[src/rtl/decode_skid_ctrl_pkg.sv]
// Shared decode definitions for decode_skid_ctrl: opcodes, immediate-select
// codes, opcode classes, skid FSM states and the decode result record.
package rv_decode_pkg;

    localparam logic [6:0] OP_LUI    = 7'b0110111;
    localparam logic [6:0] OP_AUIPC  = 7'b0010111;
    localparam logic [6:0] OP_JAL    = 7'b1101111;
    localparam logic [6:0] OP_JALR   = 7'b1100111;
    localparam logic [6:0] OP_BRANCH = 7'b1100011;
    localparam logic [6:0] OP_LOAD   = 7'b0000011;
    localparam logic [6:0] OP_STORE  = 7'b0100011;
    localparam logic [6:0] OP_OPIMM  = 7'b0010011;
    localparam logic [6:0] OP_OP     = 7'b0110011;
    localparam logic [6:0] OP_SYSTEM = 7'b1110011;

    localparam logic [1:0] IMM_I = 2'd0;
    localparam logic [1:0] IMM_S = 2'd1;
    localparam logic [1:0] IMM_B = 2'd2;
    localparam logic [1:0] IMM_U = 2'd3;

    typedef enum logic [3:0] {
        OPC_OPIMM  = 4'd0,
        OPC_OP     = 4'd1,
        OPC_LOAD   = 4'd2,
        OPC_STORE  = 4'd3,
        OPC_BRANCH = 4'd4,
        OPC_JAL    = 4'd5,
        OPC_JALR   = 4'd6,
        OPC_LUI    = 4'd7,
        OPC_AUIPC  = 4'd8,
        OPC_SYSTEM = 4'd9,
        OPC_ILL    = 4'd15
    } opc_e;

    typedef enum logic [1:0] {
        ST_EMPTY = 2'd0,
        ST_ONE   = 2'd1,
        ST_TWO   = 2'd2
    } state_e;

    typedef struct packed {
        logic [1:0] imm_sel;
        opc_e       op_class;
        logic       is_jal;
        logic       illegal;
    } dec_t;

    // Decode fields of the reset/flush NOP (addi x0,x0,0).
    localparam dec_t DEC_NOP = '{imm_sel: IMM_I, op_class: OPC_OPIMM, is_jal: 1'b0, illegal: 1'b0};

endpackage

[src/rtl/decode_skid_ctrl_if.sv]
// Fetch-side and execute-side handshake bundle of the decode stage.
// master = fetch/execute environment, slave = decode_skid_ctrl.
interface decode_skid_ctrl_if #(parameter int N = 32);
    logic         in_valid;
    logic         in_ready;
    logic [N-1:0] in_instr;
    logic [N-1:0] in_pc;
    logic         out_valid;
    logic         out_ready;
    logic [N-1:0] out_instr;
    logic [N-1:0] out_pc;
    logic [1:0]   imm_sel;
    logic [3:0]   op_class;
    logic         is_jal;
    logic         illegal;

    modport master (
        output in_valid, in_instr, in_pc, out_ready,
        input  in_ready, out_valid, out_instr, out_pc, imm_sel, op_class, is_jal, illegal
    );

    modport slave (
        input  in_valid, in_instr, in_pc, out_ready,
        output in_ready, out_valid, out_instr, out_pc, imm_sel, op_class, is_jal, illegal
    );
endinterface

[src/rtl/decode_skid_ctrl_classifier.sv]
// Combinational opcode classifier: instr[6:0] -> imm_sel/op_class/is_jal/illegal.
// Illegal detection is present only when DECODE_ILLEGAL_EN is defined.
module opcode_classifier
    import rv_decode_pkg::*;
(
    input  logic [6:0] opcode,
    output dec_t       dec
);

    always_comb begin
        dec = DEC_NOP;
        case (opcode)
            OP_LUI:    begin dec.imm_sel = IMM_U; dec.op_class = OPC_LUI;    end
            OP_AUIPC:  begin dec.imm_sel = IMM_U; dec.op_class = OPC_AUIPC;  end
            OP_BRANCH: begin dec.imm_sel = IMM_B; dec.op_class = OPC_BRANCH; end
            OP_STORE:  begin dec.imm_sel = IMM_S; dec.op_class = OPC_STORE;  end
            OP_LOAD:   dec.op_class = OPC_LOAD;
            OP_OPIMM:  dec.op_class = OPC_OPIMM;
            OP_JALR:   dec.op_class = OPC_JALR;
            OP_SYSTEM: dec.op_class = OPC_SYSTEM;
            OP_OP:     dec.op_class = OPC_OP;
            // J-immediate is built downstream; imm_sel stays I and is ignored.
            OP_JAL:    begin dec.op_class = OPC_JAL; dec.is_jal = 1'b1; end
`ifdef DECODE_ILLEGAL_EN
            default:   begin dec.op_class = OPC_ILL; dec.illegal = 1'b1; end
`else
            default:   dec.op_class = OPC_OPIMM;
`endif
        endcase
`ifdef DECODE_ILLEGAL_EN
        // Compressed/invalid encodings are rejected whatever the opcode looks like.
        if (opcode[1:0] != 2'b11) begin
            dec = '{imm_sel: IMM_I, op_class: OPC_ILL, is_jal: 1'b0, illegal: 1'b1};
        end
`endif
    end

endmodule

[src/rtl/decode_skid_ctrl.sv]
// Decode stage: classify fetched instructions and hold them in a 2-entry
// (main + skid) buffer. Optional illegal-opcode detection via DECODE_ILLEGAL_EN.
module decode_skid_ctrl
    import rv_decode_pkg::*;
#(
    parameter int           N         = 32,
    parameter logic [N-1:0] NOP_INSTR = N'(32'h0000_0013)
) (
    input logic              clk,
    input logic              rst_n,
    input logic              flush,
    decode_skid_ctrl_if.slave bus
);

    typedef struct packed {
        logic [N-1:0] instr;
        logic [N-1:0] pc;
        dec_t         dec;
    } ent_t;

    localparam ent_t RST_ENT = '{instr: NOP_INSTR, pc: '0, dec: DEC_NOP};

    state_e state;
    ent_t   main_q;
    ent_t   skid_q;
    ent_t   in_ent;
    dec_t   in_dec;
    logic   in_ready_q;
    logic   out_valid_q;
    logic   accept;
    logic   retire;

    opcode_classifier u_cls (
        .opcode (bus.in_instr[6:0]),
        .dec    (in_dec)
    );

    assign in_ent = '{instr: bus.in_instr, pc: bus.in_pc, dec: in_dec};
    assign accept = bus.in_valid & in_ready_q;
    assign retire = out_valid_q & bus.out_ready;

    // in_ready/out_valid are registered copies of (next_state != TWO/EMPTY).
    always_ff @(posedge clk) begin
        if (!rst_n || flush) begin
            state       <= ST_EMPTY;
            main_q      <= RST_ENT;
            skid_q      <= RST_ENT;
            in_ready_q  <= 1'b1;
            out_valid_q <= 1'b0;
        end else begin
            case (state)
                ST_EMPTY: begin
                    if (accept) begin
                        main_q      <= in_ent;
                        state       <= ST_ONE;
                        out_valid_q <= 1'b1;
                    end
                end
                ST_ONE: begin
                    if (accept && !retire) begin
                        skid_q     <= in_ent;
                        state      <= ST_TWO;
                        in_ready_q <= 1'b0;
                    end else if (accept && retire) begin
                        main_q <= in_ent;
                    end else if (retire) begin
                        state       <= ST_EMPTY;
                        out_valid_q <= 1'b0;
                    end
                end
                ST_TWO: begin
                    // The skid entry is always older than anything fetched later.
                    if (retire) begin
                        main_q     <= skid_q;
                        state      <= ST_ONE;
                        in_ready_q <= 1'b1;
                    end
                end
                default: begin
                    state       <= ST_EMPTY;
                    in_ready_q  <= 1'b1;
                    out_valid_q <= 1'b0;
                end
            endcase
        end
    end

    assign bus.in_ready  = in_ready_q;
    assign bus.out_valid = out_valid_q;
    assign bus.out_instr = main_q.instr;
    assign bus.out_pc    = main_q.pc;
    assign bus.imm_sel   = main_q.dec.imm_sel;
    assign bus.op_class  = main_q.dec.op_class;
    assign bus.is_jal    = main_q.dec.is_jal;
    assign bus.illegal   = main_q.dec.illegal;

endmodule
[src/flat_wrapper.sv]
// flat-port wrapper written by rule: the top's interface ports become plain ports
module decode_skid_ctrl_flat import rv_decode_pkg::*;
#(
    parameter int           N         = 32,
    parameter logic [N-1:0] NOP_INSTR = N'(32'h0000_0013)
)
  (clk, rst_n, flush, bus_in_valid, bus_in_instr, bus_in_pc, bus_out_ready, bus_in_ready, bus_out_valid, bus_out_instr, bus_out_pc, bus_imm_sel, bus_op_class, bus_is_jal, bus_illegal);
  decode_skid_ctrl_if #(.N(N)) bus_i ();
  input logic clk;
  input logic rst_n;
  input logic flush;
  input wire logic [$bits(bus_i.in_valid)-1:0] bus_in_valid;
  input wire logic [$bits(bus_i.in_instr)-1:0] bus_in_instr;
  input wire logic [$bits(bus_i.in_pc)-1:0] bus_in_pc;
  input wire logic [$bits(bus_i.out_ready)-1:0] bus_out_ready;
  output wire logic [$bits(bus_i.in_ready)-1:0] bus_in_ready;
  output wire logic [$bits(bus_i.out_valid)-1:0] bus_out_valid;
  output wire logic [$bits(bus_i.out_instr)-1:0] bus_out_instr;
  output wire logic [$bits(bus_i.out_pc)-1:0] bus_out_pc;
  output wire logic [$bits(bus_i.imm_sel)-1:0] bus_imm_sel;
  output wire logic [$bits(bus_i.op_class)-1:0] bus_op_class;
  output wire logic [$bits(bus_i.is_jal)-1:0] bus_is_jal;
  output wire logic [$bits(bus_i.illegal)-1:0] bus_illegal;
  assign bus_i.in_valid = bus_in_valid;
  assign bus_i.in_instr = bus_in_instr;
  assign bus_i.in_pc = bus_in_pc;
  assign bus_i.out_ready = bus_out_ready;
  assign bus_in_ready = bus_i.in_ready;
  assign bus_out_valid = bus_i.out_valid;
  assign bus_out_instr = bus_i.out_instr;
  assign bus_out_pc = bus_i.out_pc;
  assign bus_imm_sel = bus_i.imm_sel;
  assign bus_op_class = bus_i.op_class;
  assign bus_is_jal = bus_i.is_jal;
  assign bus_illegal = bus_i.illegal;
  decode_skid_ctrl #(.N(N), .NOP_INSTR(NOP_INSTR)) u_core (.clk(clk), .rst_n(rst_n), .flush(flush), .bus(bus_i));
endmodule
[config.mk]
export PLATFORM = sky130hd
export DESIGN_NAME = decode_skid_ctrl_flat
export DESIGN_NICKNAME = d
export VERILOG_FILES = /design/src/rtl/decode_skid_ctrl_pkg.sv /design/src/rtl/decode_skid_ctrl_if.sv /design/src/rtl/decode_skid_ctrl_classifier.sv /design/src/rtl/decode_skid_ctrl.sv /design/src/flat_wrapper.sv
export SDC_FILE = /design/constraint.sdc
export NUM_CORES = 1
export LEC_CHECK = 0
export CAP_MARGIN = 40
export CORE_UTILIZATION = 29
export DETAILED_ROUTE_END_ITERATION = 6
export PLACE_DENSITY = 0.56
export SYNTH_ARGS = -nofsm -noshare
export SYNTH_HDL_FRONTEND = slang
export SYNTH_HIERARCHICAL = 1
export SYNTH_SLANG_ARGS = --single-unit
[constraint.sdc]
create_clock -name clk -period 1.49 [get_ports clk]
set_clock_uncertainty 0.1 [all_clocks]
set_input_delay 0.2235 -clock clk [delete_from_list [all_inputs] [get_ports clk]]
set_output_delay 0.2235 -clock clk [all_outputs]
set_load 0.03 [all_outputs]
# After elaboration in Yosys (flattened, before gate mapping)
# Cells that the tools add are included.
# word_totals
in_bits	69
out_inout_bits	74
elab_cells	73
ff_bits	147
# classes
eq_ne	20
muxes	22
reduce_logical	13
n_bitwise	4
# ops
cell	count
$mux W72	4
$pmux W72 S3	1
$pmux W4 S9	1
$eq A7 B7 Y1 const B	4
$eq A7 B6 Y1 const B	3
$pmux W2 S3	2
$mux W2	5
$ne A2 B1 Y1 const B	5
$reduce_and A5 Y1	2
$eq A7 B2 Y1 const B	1
$eq A7 B5 Y1 const B	1
$mux W1	7
$pmux W1 S3	2
$ne A2 B2 Y1 const B	2
$reduce_and A4 Y1	1
$ne A3 B1 Y1 const B	1
$ne A3 B2 Y1 const B	1
$reduce_and A3 Y1	1
$reduce_bool A3 Y1	1
$and A1 B1 Y1	2
$eq A2 B1 Y1 const B	1
$eq A2 B2 Y1 const B	1
$logic_and A1 B1 Y1	2
$logic_not A1 Y1	2
other kinds (5)	6

# Longest topological paths before layout
# depth
ltp_word	6
ltp_mapped	7
ltp_nobuf	5

# Cells and area by module
# The synthesis kept the hierarchy.
# modules_own_cells
module	seq_area_each_um2	instances	area_each_um2	cells_each
decode_skid_ctrl	2962.8	1	7310.8	700
opcode_classifier	0.0	1	190.2	31

# Worst setup path after synthesis
# Ideal clock, no wire load.
# synth_path
path_kind	reg2reg
startpoint	register u_core.out_valid_q, in the netlist u_core/bus.out_valid
endpoint	register u_core.main_q (netlist bit u_core/bus.imm_sel[0])
path_buffers	1
arrival_time_ps	1398
t_required_ps	1244
setup_time_ps	146
stages_incl_launch_ff	5
period_less_slack_ps	1644
path_slack_ps	-154
cell_sequence	dfxtp_1 nand2_1 o22ai_2 buf_2 a211oi_2
# synth_between
elab_chain_cells	5
elab_cells_between_ends	8
cone_classes	eq/ne: 3; bitwise: 1; reduce/logical: 4
# synth_rtl
item	line	rtl
start: declaration	decode_skid_ctrl.sv:29	logic out_valid_q;
start signal: assignment	decode_skid_ctrl.sv:49	out_valid_q <= 1'b0;
start signal: assignment	decode_skid_ctrl.sv:56	out_valid_q <= 1'b1;
start signal: assignment	decode_skid_ctrl.sv:68	out_valid_q <= 1'b0;
$and A1 B1 Y1 (*)	decode_skid_ctrl.sv:40	assign retire = out_valid_q & bus.out_ready;
$logic_not A1 Y1	decode_skid_ctrl.sv:60	if (accept && !retire) begin
$logic_and A1 B1 Y1	decode_skid_ctrl.sv:60	
$ne A2 B2 Y1 (no line)	n/a	
$reduce_and A5 Y1 (no line) (*)	n/a	
end signal: assignment	decode_skid_ctrl.sv:54	main_q <= in_ent;
end signal: assignment	decode_skid_ctrl.sv:65	main_q <= in_ent;
end signal: assignment	decode_skid_ctrl.sv:74	main_q <= skid_q;
end: declaration	decode_skid_ctrl.sv:24	ent_t main_q;
# Mark *: on every way between the ends. The rest lies on a longest branch, timed or not.
# A chain may end at the register's enable or synchronous reset.

# Worst setup path after layout
# layout_path
startpoint	register u_core.state[1]
endpoint	register u_core.main_q (netlist bit u_core/bus.out_instr[11])
# layout_between
elab_chain_cells	3
elab_cells_between_ends	10
cone_classes	eq/ne: 6; mux: 1; reduce/logical: 3
# layout_rtl
item	line	rtl
start: declaration	decode_skid_ctrl.sv:23	state_e state;
start signal: assignment	decode_skid_ctrl.sv:45	state <= ST_EMPTY;
start signal: assignment	decode_skid_ctrl.sv:55	state <= ST_ONE;
start signal: assignment	decode_skid_ctrl.sv:62	state <= ST_TWO;
$eq A2 B1 Y1 (tied with other cells)	decode_skid_ctrl.sv:51	case (state)
$ne A2 B1 Y1 (no line) (tied with other cells)	n/a	
$reduce_and A5 Y1 (no line)	n/a	
# Several ways; a longest one is shown, not always the timed one.

==> key figures <==
Drt
  – Initial DRC count: 451
  – Routed vias: 6488
  – Post-Route WL: 23600 um
  – Number of nets with antenna violations after routing: 0
  – DRC violations left: 0
  – Vias per cell: 5.19
  – Final routed wire length divided by cell count: 18.9 um
  – First-pass DRT Iterations: 4

Yosys
  – #FFs+latches synth: 148
  – Share of Yosys cell area claimed by the top area cell type: 0.395
  – Most common cell in the synthesized netlist: dfxtp_1
  – Register area share after synthesis: 0.395
  – Post-synth EDFFs: 0
  – Synth unique cells: 42
  – Post-synth top area cell: dfxtp_1
  – Async set or reset register ratio after synthesis: 0
  – Post-synth net total: 800
  – Primary FF master, synth: dfxtp_1
  – Syn_area_per_cell: 10.3 um2
  – Ys Warns: 6
  – Post-Syn Area: 0.00750 mm2
  – Synth top cells by count: dfxtp_1, a211oi_2, nand3_1, a21oi_1
  – Synth top area cells: dfxtp_1, a211oi_2, mux2i_1
  – Cells after Synth: 731

STA
  – Fmax: 647 MHz
  – Setup violators final: 63
  – Final hold vios: 0
  – Min cycle time layout: 1550 ps
  – Tcrit/Tclk final: 1.04
  – RSZ-0062 raised after global routing: true
  – Final setup margin: -55.4 ps
  – Hold_ws: 198 ps
  – Slew Limit Fails: 0

Clocking
  – Clk Tree Root Cell: clkbuf_16
  – Clock Path Buffers: 2
  – CTS H-Tree Depth: 4
  – Clock sinks: 148
  – CTS tree: built
  – CTS Buf Count: 17
  – Clk Latency, worst-skew pair: 420 ps
  – Clock Pin Slew Worst Setup and Hold Paths: 60 ps

Place
  – Cell Count Post-Placement: 1188
  – Place WS: -459 ps
  – Post-DP HPWL: 14100 um
  – Gpl congestion: 0.762
  – Port-buffer cells: 142

Final layout
  – Ant. Diodes: 0
  – Share of layout cells above drive strength 1: 0.403
  – # nets final: 976
  – Synthesis-to-finish area growth: 49.5%
  – Post-Layout Cell Count: 1249

Global route
  – Largest net degree at the start of global routing: 33
  – Initial antenna violation count: 2
  – Total GRT Usage: 0.168
  – First-pass GRT wire length: 34900 um
  – Overflow after GRT: 0
  – Number of global-route vias before repair: 6132

Die
  – Core area: 0.0253 mm2
  – Ports: 143
  – Initial Utilization: 0.297
  – Die height: 163 um
  – Width of the die: 163 um
  – Die area: 0.0265 mm2
  – Std-Cell Rows: 58

Critical path
  – Crit path arrival time: 1750 ps
  – CP bufs+invs: 4
  – R2r worst-path depth: 7
  – Reg2reg start: u_core/state[1]$_SDFFE_PP0P_
  – Startpoint Class: flop
  – Worst EP required: 1690 ps
  – FF-to-FF End: u_core/bus.out_instr[11]$_SDFFE_PP0P_
  – Critical path's slowest cell: dfxtp_2
  – WS Path Type: flop to flop
  – CP cell instances: buf_6, and4b_4, buf_8, buf_12, clkbuf_16, a211oi_2, a211oi_2
  – WP depth: 7
  – Top cell by count, worst path: a211oi_2
  – Capture point of the worst path: u_core/bus.out_instr[11]$_SDFFE_PP0P_
  – CP startpoint: u_core/state[1]$_SDFFE_PP0P_
  – Worst Setup End Kind: flop
  – R2R Setup Slk: -60 ps
  – CP max FO: 5
  – CP max stage delay: 340 ps
  – Crit path max-delay family: buffers and inverters

Power
  – Tot Pwr: 10.5 mW
  – VDD IR max: 0.545 mV
  – Pwr Density: 941 mW/mm2
  – LEAKAGE: 4.28 nW

Job
  – Max_cap viols: 0

Min path
  – Hold/Removal Path Class: primary input to flop

Status
  – Status: finished, violations left
  – Failing checks: setup timing
sequential cells by signal, indices dropped and copies added, names as in the netlist, 2 cells and up:
name / cells
u_core/bus.imm_sel: 2
u_core/bus.op_class: 4
u_core/bus.out_instr: 32
u_core/bus.out_pc: 32
u_core/skid_q: 72
u_core/state: 2
where the power goes:
group	switching (mW)	internal (mW)	total, mW
sequential	0.101	4.07	4.18
combinational	1.11	1.08	2.19
clock	1.73	2.45	4.19
logic make-up (layout without fill, tap and decap cells):
| family | count (synthesis) | in the layout | synth area share |
|---|---|---|---|
| other | 1 | 1 | 0.000500 |
| and+or+nand+nor | 115 | 115 | 0.0862 |
| muxes | 72 | 72 | 0.0961 |
| buffers and inverters | 94 | 281 | 0.0916 |
| AOI/OAI and AO/OA | 301 | 302 | 0.331 |
| DFF | 148 | 148 | 0.395 |
area by class of cell:
type	count	area, um2
Timing Repair Buffer	248	3120
Sequential cell	148	2970
Inverter	2	7.51
Clock buffer	19	433
Tap cell	330	413
Fill cell	2393	14000
Multi-Input combinational cell	490	4140
Clock inverter	12	133
cell usage in the layout (no fill, tap or decap), drive strengths merged, types with 2 or more instances in the layout:
cell           Yosys  routed
nand4b             2       2
nor2b              2       2
inv                2       3
clkinv             0       3
nand2              4       4
o21ai             73      73
and3b              5       5
a21oi             77      77
nor3               3       3
a31oi              2       2
a211oi           141     141
nand3b             4       4
clkbuf            31      47
nand3             78      78
nand2b             4       4
a21bo              1       2
dfxtp            148     148
clkinvlp           0       6
mux2i             72      72
bufinv             0       2
clkdlybuf4s15      0      39
nor3b              4       4
dlymetal6s2s       0       4
nor2               7       7
buf               61     113
clkdlybuf4s50      0      64
tightest hold or removal path, delay by kind of cell:
family,cells,cell delay (ps)
simple gates,1,50
buf+inv,2,320
compound gates,1,50
worst min-delay path by stage:
stage | end | cells past startpoint | startpoint | slack [ps]
2_1_floorplan | u_core/skid_q[40]$_SDFFE_PP1P_ | 2 | flush | 270
3_3_place_gp | u_core/skid_q[1]$_SDFFE_PP0P_ | 2 | u_core/skid_q[1]$_SDFFE_PP0P_ | 360
3_5_place_dp | u_core/skid_q[0]$_SDFFE_PP0P_ | 2 | u_core/skid_q[0]$_SDFFE_PP0P_ | 370
4_1_cts | u_core/skid_q[11]$_SDFFE_PP0P_ | 3 | bus_in_pc[3] | 280
5_1_grt | u_core/skid_q[43]$_SDFFE_PP0P_ | 4 | bus_in_instr[3] | 200
6_report | u_core/skid_q[43]$_SDFFE_PP0P_ | 4 | bus_in_instr[3] | 200
timing repair:
item	4_1_cts	5_1_grt
cloned	3	15
hold buffers	0	0
endpoints found under the setup margin	188	151
resized for setup	182	126
pin swaps	5	42
buffers inserted	8	6
metrics by stage:
step	cell area, um2	util	TNS (ps)
floorplan	7500	-	-1230
global placement	9790	0.388	-55290
detailed placement	9790	0.388	-57620
CTS	10600	0.420	-846
global route	11200	0.444	-4410
finish	11200	0.444	-1630
layer usage:
metal / part of all wire / global-route usage / wire length (um) / vias up
met1: 0.47 / 0.234 / 11200 / 3205
met4: 0.014 / 0.0412 / 327 / 4
met2: 0.46 / 0.261 / 10900 / 150
met3: 0.047 / 0.0369 / 1120 / 22
met5: 0.0011 / 0 / 27 / -
li1: - / - / - / 3107
No activity file was read; power rests on OpenSTA's default activity.
